File: src/rtl/sipo_frame_rx.sv
// -----------------------------------------------------------------------------
// sipo_frame_rx
//
// Purpose:
//   Serial-to-parallel frame receiver. Consumes a serial bit stream, one bit per
//   EN strobe. A '1' seen in IDLE is the start bit. The next WIDTH strobed bits
//   are data, LSB first. The completed word is presented on a valid/ready
//   interface. If a new word completes while the previous one is still
//   unconsumed, the new word is dropped and a sticky overrun flag is set.
//
// Optional feature (macro SIPO_FRAME_RX_PARITY_EN):
//   When the macro is defined, each frame carries one even-parity bit after the
//   data bits. PERR is loaded with ^word ^ parity_bit together with Q. When the
//   macro is undefined there is no PAR state and PERR is tied to 0.
//
// Parameters:
//   WIDTH : data bits per frame (2..32)
//   CNT_W : bit-counter width, 2**CNT_W > WIDTH
//
// Ports:
//   C    in   clock, rising edge
//   R    in   asynchronous active-low reset
//   D    in   serial data in
//   EN   in   bit strobe; D is sampled only on edges with EN=1
//   Q    out  received word, LSB = first data bit received
//   VLD  out  Q holds an unconsumed word
//   RDY  in   consumer accepts Q when VLD=1 and RDY=1
//   OVF  out  sticky overrun flag, cleared only by reset
//   PERR out  parity error on the word in Q (0 without the feature)
//   BUSY out  a frame is being collected
// -----------------------------------------------------------------------------
module sipo_frame_rx #(
    parameter int WIDTH = 8,
    parameter int CNT_W = 5
) (
    input  logic             C,
    input  logic             R,
    input  logic             D,
    input  logic             EN,
    output logic [WIDTH-1:0] Q,
    output logic             VLD,
    input  logic             RDY,
    output logic             OVF,
    output logic             PERR,
    output logic             BUSY
);

    typedef enum logic [1:0] {
        ST_IDLE = 2'd0,
        ST_DATA = 2'd1,
        ST_PAR  = 2'd2
    } state_t;

    localparam logic [CNT_W-1:0] CNT_ZERO = '0;
    localparam logic [CNT_W-1:0] CNT_ONE  = CNT_W'(1'b1);
    localparam logic [CNT_W-1:0] CNT_LAST = CNT_W'(WIDTH - 1);

`ifdef SIPO_FRAME_RX_PARITY_EN
    // Even parity: result is 1 when the word plus its parity bit hold an odd
    // number of ones.
    function automatic logic even_par_err(input logic [WIDTH-1:0] word,
                                          input logic             pbit);
        return (^word) ^ pbit;
    endfunction
`endif

    state_t             r_state;
    state_t             w_next_state;
    logic [CNT_W-1:0]   r_cnt;
    logic [WIDTH-1:0]   r_sreg;
    logic [WIDTH-1:0]   r_q;
    logic               r_vld;
    logic               r_ovf;
    logic               r_busy;
    logic               w_done;
    logic [WIDTH-1:0]   w_word;
    logic               w_load;
    logic               w_drop;

    // Next-state decode and frame-completion detection.
    always_comb begin
        w_next_state = r_state;
        w_done       = 1'b0;
        w_word       = {D, r_sreg[WIDTH-1:1]};
        case (r_state)
            ST_IDLE: begin
                if (EN && D) begin
                    w_next_state = ST_DATA;
                end else begin
                    w_next_state = ST_IDLE;
                end
            end
            ST_DATA: begin
                if (EN && (r_cnt == CNT_LAST)) begin
`ifdef SIPO_FRAME_RX_PARITY_EN
                    w_next_state = ST_PAR;
`else
                    w_next_state = ST_IDLE;
                    w_done       = 1'b1;
`endif
                end else begin
                    w_next_state = ST_DATA;
                end
            end
`ifdef SIPO_FRAME_RX_PARITY_EN
            ST_PAR: begin
                // The completed word already sits in r_sreg; D is the parity bit.
                if (EN) begin
                    w_next_state = ST_IDLE;
                    w_done       = 1'b1;
                    w_word       = r_sreg;
                end else begin
                    w_next_state = ST_PAR;
                end
            end
`endif
            default: begin
                w_next_state = ST_IDLE;
            end
        endcase
    end

    // A completed word loads unless the previous word is still held and not
    // being accepted on this same edge; in that case it is dropped.
    assign w_load = w_done && (!r_vld || RDY);
    assign w_drop = w_done && r_vld && !RDY;

    // State register; BUSY is registered from the next state so it tracks state.
    always_ff @(posedge C or negedge R) begin
        if (!R) begin
            r_state <= ST_IDLE;
            r_busy  <= 1'b0;
        end else begin
            r_state <= w_next_state;
            r_busy  <= (w_next_state != ST_IDLE);
        end
    end

    // Bit counter and shift register; both only move on strobed edges.
    always_ff @(posedge C or negedge R) begin
        if (!R) begin
            r_cnt  <= CNT_ZERO;
            r_sreg <= '0;
        end else begin
            case (r_state)
                ST_IDLE: begin
                    if (EN && D) begin
                        r_cnt <= CNT_ZERO;
                    end else begin
                        r_cnt <= r_cnt;
                    end
                end
                ST_DATA: begin
                    if (EN) begin
                        r_sreg <= {D, r_sreg[WIDTH-1:1]};
                        r_cnt  <= r_cnt + CNT_ONE;
                    end else begin
                        r_sreg <= r_sreg;
                    end
                end
                default: begin
                    r_cnt  <= r_cnt;
                    r_sreg <= r_sreg;
                end
            endcase
        end
    end

    // Output word register, valid flag and sticky overrun.
    always_ff @(posedge C or negedge R) begin
        if (!R) begin
            r_q   <= '0;
            r_vld <= 1'b0;
            r_ovf <= 1'b0;
        end else begin
            if (w_load) begin
                r_q   <= w_word;
                r_vld <= 1'b1;
            end else if (r_vld && RDY) begin
                r_vld <= 1'b0;
            end else begin
                r_vld <= r_vld;
            end
            if (w_drop) begin
                r_ovf <= 1'b1;
            end else begin
                r_ovf <= r_ovf;
            end
        end
    end

`ifdef SIPO_FRAME_RX_PARITY_EN
    logic r_perr;

    // Parity status travels with Q: it changes only when Q is loaded.
    always_ff @(posedge C or negedge R) begin
        if (!R) begin
            r_perr <= 1'b0;
        end else if (w_load) begin
            r_perr <= even_par_err(w_word, D);
        end else begin
            r_perr <= r_perr;
        end
    end

    assign PERR = r_perr;
`else
    assign PERR = 1'b0;
`endif

    assign Q    = r_q;
    assign VLD  = r_vld;
    assign OVF  = r_ovf;
    assign BUSY = r_busy;

endmodule
File: config.mk
export PLATFORM = sky130hd
export DESIGN_NAME = sipo_frame_rx
export DESIGN_NICKNAME = d
export VERILOG_FILES = /design/src/rtl/sipo_frame_rx.sv
export SDC_FILE = /design/constraint.sdc
export NUM_CORES = 1
export LEC_CHECK = 0
export ABC_CLOCK_PERIOD_IN_PS = 2300
export BUFFER_PORTS_ARGS = -buffer_cell sky130_fd_sc_hd__clkbuf_2
export CORE_UTILIZATION = 53
export CTS_CLUSTER_SIZE = 14
export DETAILED_ROUTE_END_ITERATION = 7
export HOLD_SLACK_MARGIN = 0.1
export PLACE_DENSITY = 0.74
export SLEW_MARGIN = 20
export SYNTH_ARGS = -nofsm -noshare
export SYNTH_HDL_FRONTEND = slang
export SYNTH_SLANG_ARGS = --single-unit
File: constraint.sdc
create_clock -name C -period 2.3 [get_ports C]
set_input_delay 0.115 -clock C [delete_from_list [all_inputs] [get_ports C]]
set_output_delay 0.115 -clock C [all_outputs]
set_load 0.1 [all_outputs]
Yosys cells after proc, flatten, opt, wreduce, memory -nomap -nowiden --
Cells that the tools add are included. Widths: inputs -> output; s select.
Cells by class: eq/ne operators 4, reduce and logical (&&, ||, !) cells 15, add/subtract/negate cells 1, multiplexer cells 10
Operators by type and width (number):
- $mux 5 | 2
- $pmux 5 s2 | 1
- $logic_and 1x1->1 | 6
- $mux 1 | 6
- $reduce_bool 2->1 | 3
- $add 5x1->5 const B | 1
- $eq 5x3->1 const B | 1
- $ne 2x2->1 const B | 2
- $pmux 2 s2 | 1
- $reduce_and 3->1 | 1
- $eq 2x1->1 const B | 1
- $logic_not 1->1 | 2
- $logic_not 2->1 | 1
- $reduce_and 2->1 | 1
- $logic_or 1x1->1 | 1
Storage, ports and cells: flip-flop bits (word level) 26, output and inout port bits 12, word-level logic and storage cells 37

Longest topological paths before layout --
word-level depth 6, mapped depth 5, depth with buffers taken out 4

Worst setup path after synthesis --
No wires, ideal clock.
path kind register -> register, start reg r_state[0], end reg r_q[0], in the netlist Q[0], arrival time 2.197 ns, period minus slack after synthesis 2.323 ns, path slack -0.023 ns, stages on the path, launching flop included 5, setup time 0.125 ns, cells stage by stage dfrtp_1 nand4_2 or4b_1 buf_4 mux2_4
Between the ends: longest elaborated chain between the ends 3
RTL lines:
- from (decl) | line 67 | state_t r_state;
- from (signal assigned) | line 134 | r_state <= w_next_state;
- $eq 2x1->1 | line 85 | case (r_state)
- $mux 1 | line 85
- $logic_and 1x1->1 | line 125 | assign w_load = w_done && (!r_vld || RDY);
- to (signal assigned) | line 177 | r_q <= w_word;
- to (decl) | line 71 | logic [WIDTH-1:0] r_q;
No other way between the ends. A chain may end at the register's enable or synchronous reset.

Worst setup path in the final report --
start reg r_cnt[0], end reg r_q[7], in the netlist Q[7]
Between the ends: longest elaborated chain between the ends 5
RTL lines:
- from (decl) | line 69 | logic [CNT_W-1:0] r_cnt;
- from (signal assigned) | line 150 | r_cnt <= r_cnt;
- from (signal assigned) | line 156 | r_cnt <= r_cnt + CNT_ONE;
- from (signal assigned) | line 162 | r_cnt <= r_cnt;
- $eq 5x3->1 | line 94 | if (EN && (r_cnt == CNT_LAST)) begin
- $logic_and 1x1->1 | line 94
- $mux 1 | line 94
- $mux 1 | line 85
- $logic_and 1x1->1 | line 125
No other way between the ends.

==> impl_results.rst <==
.. list-table::
   :header-rows: 1

   * - Metric
     - Value
   * - Result of the run
     - finished, final reports clean
   * - Total global routing track utilization
     - 16.37%
   * - CP endpoint kind
     - flip-flop
   * - Endpoints failing setup
     - 0
   * - Total Die Area
     - ~2000 µm²
   * - Max-slew violation count
     - 0
   * - Final core utilization
     - between 60% and 70%
   * - Hold WC Path Type
     - input pin to flip-flop
   * - Number of remaining DRC errors
     - 0
   * - Fmax
     - 499.5 MHz
   * - Slew at the pin closest to its max-slew limit
     - ~0.54 ns
   * - WL per Instance
     - around 12 µm
   * - Gpl congestion
     - 0.7274
   * - Estimated wirelength of the detail-placed design
     - around 990 µm
   * - Number of clock buffers inserted by TritonCTS
     - 3
   * - Residual antenna-violating net count after detailed routing
     - 0
   * - Levels on crit path
     - 4
   * - Die span in y
     - 44.80 µm
   * - Post-CTS Resized
     - 0
   * - Setup slack on the worst flop-to-flop path
     - slightly below 0.3 ns
   * - Wire length the detailed router placed on met1
     - approximately 650 µm
   * - Number of flops mapped to enable cells by yosys
     - 0
   * - Number of levels the H-tree was split into
     - 1
   * - Clock-pin slew reported for the worst setup and hold paths after clock tree synthesis
     - about 0.12 ns
   * - Launch point of the worst hold path
     - D
   * - FP Rows
     - 15
   * - Share of final-layout standard cells stronger than drive strength 1
     - roughly 40%
   * - Setup repair after global routing missed its margin
     - no
   * - Clock buffer depth
     - 2
   * - Post-synth top flop
     - dfrtp_1
   * - Worst-skew pair later-pin latency
     - approximately 0.30 ns
   * - Unique masters post-synth
     - 25
   * - Starting Density
     - approximately 56%
   * - Pin count of the biggest net entering global routing
     - 24
   * - Fin area
     - between 1000 and 1500 µm²
   * - Count of mapped cells out of synthesis
     - ~70
   * - Via Count
     - 580
   * - Cell area after technology mapping
     - ~970 µm²
   * - Tcrit/Tclk final
     - ~87%
   * - Count of cells along the worst hold path
     - 2
   * - Final number of hold-violating endpoints
     - 0
   * - Post-Synthesis Net Count
     - 75
   * - Reg-to-reg endpoint
     - Q[7]
   * - Endpoint of the worst hold path
     - r_sreg[7]
   * - Placed Instance Area
     - roughly 1100 µm²
   * - Clock net sink count
     - 23
   * - Number of optimization iterations in the first detailed-route pass
     - 4
   * - Type of element launching the critical path
     - flip-flop
   * - Critical path's top delay family
     - simple AND/OR/NAND/NOR gates
   * - Violation count after the first detailed-route iteration
     - 5
   * - Aggregate routed wire length
     - 1384 µm
   * - Seq cells post-synth
     - 23
   * - Number of global-route vias before repair
     - 540
   * - Data arrival time at the worst-slack endpoint
     - roughly 2.2 ns
   * - Crit-path max cell delay
     - ~0.75 ns
   * - Max stage delay cell, worst path
     - or4b_1
   * - Number of cells on the worst reg-to-reg path
     - 4
   * - Die width
     - ~45 µm
   * - CTS tree
     - done
   * - Vias per cell
     - a little over 5
   * - Net count of the finished layout
     - between 90 and 100
   * - Total met3 wirelength after detailed routing
     - about 48 µm
   * - Worst hold margin
     - 0.1230 ns
   * - Sequential area share after synthesis
     - about three fifths
   * - Worst relative slew slack
     - a little under two thirds
   * - Antenna diode instance count
     - 0
   * - Highest routed metal layer
     - met4
   * - Global-route wire length before repair
     - 2277 µm
   * - Critical path startpoint
     - r_cnt[0]
   * - Summed negative setup slack over all endpoints
     - 0 ns
   * - Crit path time final
     - roughly 2 ns
   * - Number of placed I/O pins
     - 17
   * - Wire length on met2
     - ~660 µm
   * - Buffer cell driving the clock tree root
     - clkbuf_4
   * - Cell-by-cell listing of the critical path
     - ha_1 -> nand4_2 -> or4b_1 -> mux2_4
   * - Remaining global-route overflow
     - 0
   * - Final clock skew
     - 0.0007852 ns
   * - Portion of synthesized cell area occupied by the leading cell type
     - about three fifths
   * - Antenna violations before repair
     - 0
   * - Required time reported for the critical path endpoint
     - ~2.5 ns
   * - Input/output buffers
     - 15
   * - Number of max-capacitance violations reported
     - 0
   * - Area Growth Syn to Fin
     - 14.43%
   * - Number of warnings reported in the yosys synthesis log
     - 0
   * - Worst setup path category
     - flip-flop to flip-flop
   * - Library cell occupying the most area in the post-synthesis netlist
     - dfrtp_1
   * - Mapped Avg Cell Area
     - 14.07 µm²
   * - Worst R2R Start
     - r_cnt[0]
   * - Number of fillers in the final layout
     - 144
   * - Cell types with the largest area share after synthesis
     - dfrtp_1 (59%), mux2_4 (12%), mux2_2 (8.1%), nand2_1 (2.7%), mux2i_1 (2.1%)
   * - Share of async-settable or async-resettable flops after synthesis
     - 100.0%
   * - Floorplan Core Area
     - about 1700 µm²
   * - Count of buffer and inverter cells on the critical path
     - 0
   * - Maximum fanout encountered on the critical timing path
     - 8
[layer usage]
| metal | vias up | track usage [%] |
|---|---|---|
| met2 | 16 | 27.06 |
| met5 | - | 0 |
| met3 | 3 | 3.600 |
| met4 | 0 | 9.091 |
| met1 | 277 | 19.89 |
| li1 | 284 | - |
[cell usage after synthesis (2+ instances only)]
library cell	instances
mux2_2	7
buf_4	2
mux2_4	8
nand2_1	7
o21ai_0	2
mux2i_1	2
dfrtp_1	23
[worst max-delay path by stage]
stage | end | slack (ns)
2_1_floorplan | Q[0] | 0.30
3_3_place_gp | Q[6] | 0.36
3_5_place_dp | Q[7] | 0.31
4_1_cts | Q[7] | 0.28
5_1_grt | Q[7] | 0.17
6_report | Q[7] | 0.30
[sequential cells by signal, indices dropped and copies added (netlist names)]
| name | cells |
|---|---|
| Q | 8 |
| r_cnt | 5 |
| r_state | 1 |
| VLD | 1 |
| OVF | 1 |
| r_sreg | 7 |
[layout by cell type, fill, tap and decap left out]
| cell | n |
|---|---|
| nand2b_1 | 1 |
| dlygate4sd3_1 | 2 |
| nor2_1 | 1 |
| o211ai_1 | 1 |
| a21oi_1 | 1 |
| ha_1 | 1 |
| nor3_1 | 1 |
| o21ai_0 | 2 |
| mux2_4 | 8 |
| conb_1 | 1 |
| nand3b_1 | 1 |
| clkbuf_4 | 3 |
| nand2_1 | 7 |
| or4b_1 | 1 |
| nand3_1 | 1 |
| a22o_1 | 1 |
| dfrtp_2 | 1 |
| and2_1 | 1 |
| mux2_2 | 7 |
| o21bai_1 | 1 |
| inv_1 | 1 |
| clkinv_2 | 1 |
| clkbuf_2 | 15 |
| o31ai_1 | 1 |
| or3_1 | 1 |
| nand4_2 | 1 |
| dfrtp_1 | 22 |
| mux2i_1 | 2 |
| nand4_1 | 1 |
[what timing repair did]
action	CTS	global route
endpoints found under the setup margin	0	0
buffers inserted	0	0
hold endpoints to repair	25	0
hold buffers	2	0
[through the flow]
| stage | setup slack, ns | std cells |
|---|---|---|
| detailed placement | 0.3082 | 107 |
| global route | 0.1709 | 113 |
| finish | 0.2980 | 113 |
| global placement | 0.3573 | 107 |
| CTS | 0.2788 | 113 |
| floorplan | 0.3004 | 69 |
[cell type report]
cell class	count	area (µm²)	area share [%]
multi-input cells	43	376.6	33.90
well taps	25	31.28	2.815
inverters	1	3.754	0.3378
clock inverters	1	5.005	0.4504
clock buffers	3	22.52	2.027
flip-flops and latches	23	576.8	51.91
repair buffers	17	95.09	8.559
[kinds of logic (layout without fill, tap and decap cells)]
logic type | Yosys count | count (layout) | share of synthesized area [%]
adders and majority gates | 1 | 1 | 1.288
and+or+nand+nor | 17 | 17 | 9.795
DFF | 23 | 23 | 59.28
AOI/OAI and AO/OA | 7 | 7 | 4.769
buffers and inverters | 3 | 22 | 1.932
other | 1 | 1 | 0.3862
muxes | 17 | 17 | 22.55
Power is left out: the tool's default activity adds up to more than one toggle a clock period on the data nets, which glitch-free logic cannot reach.
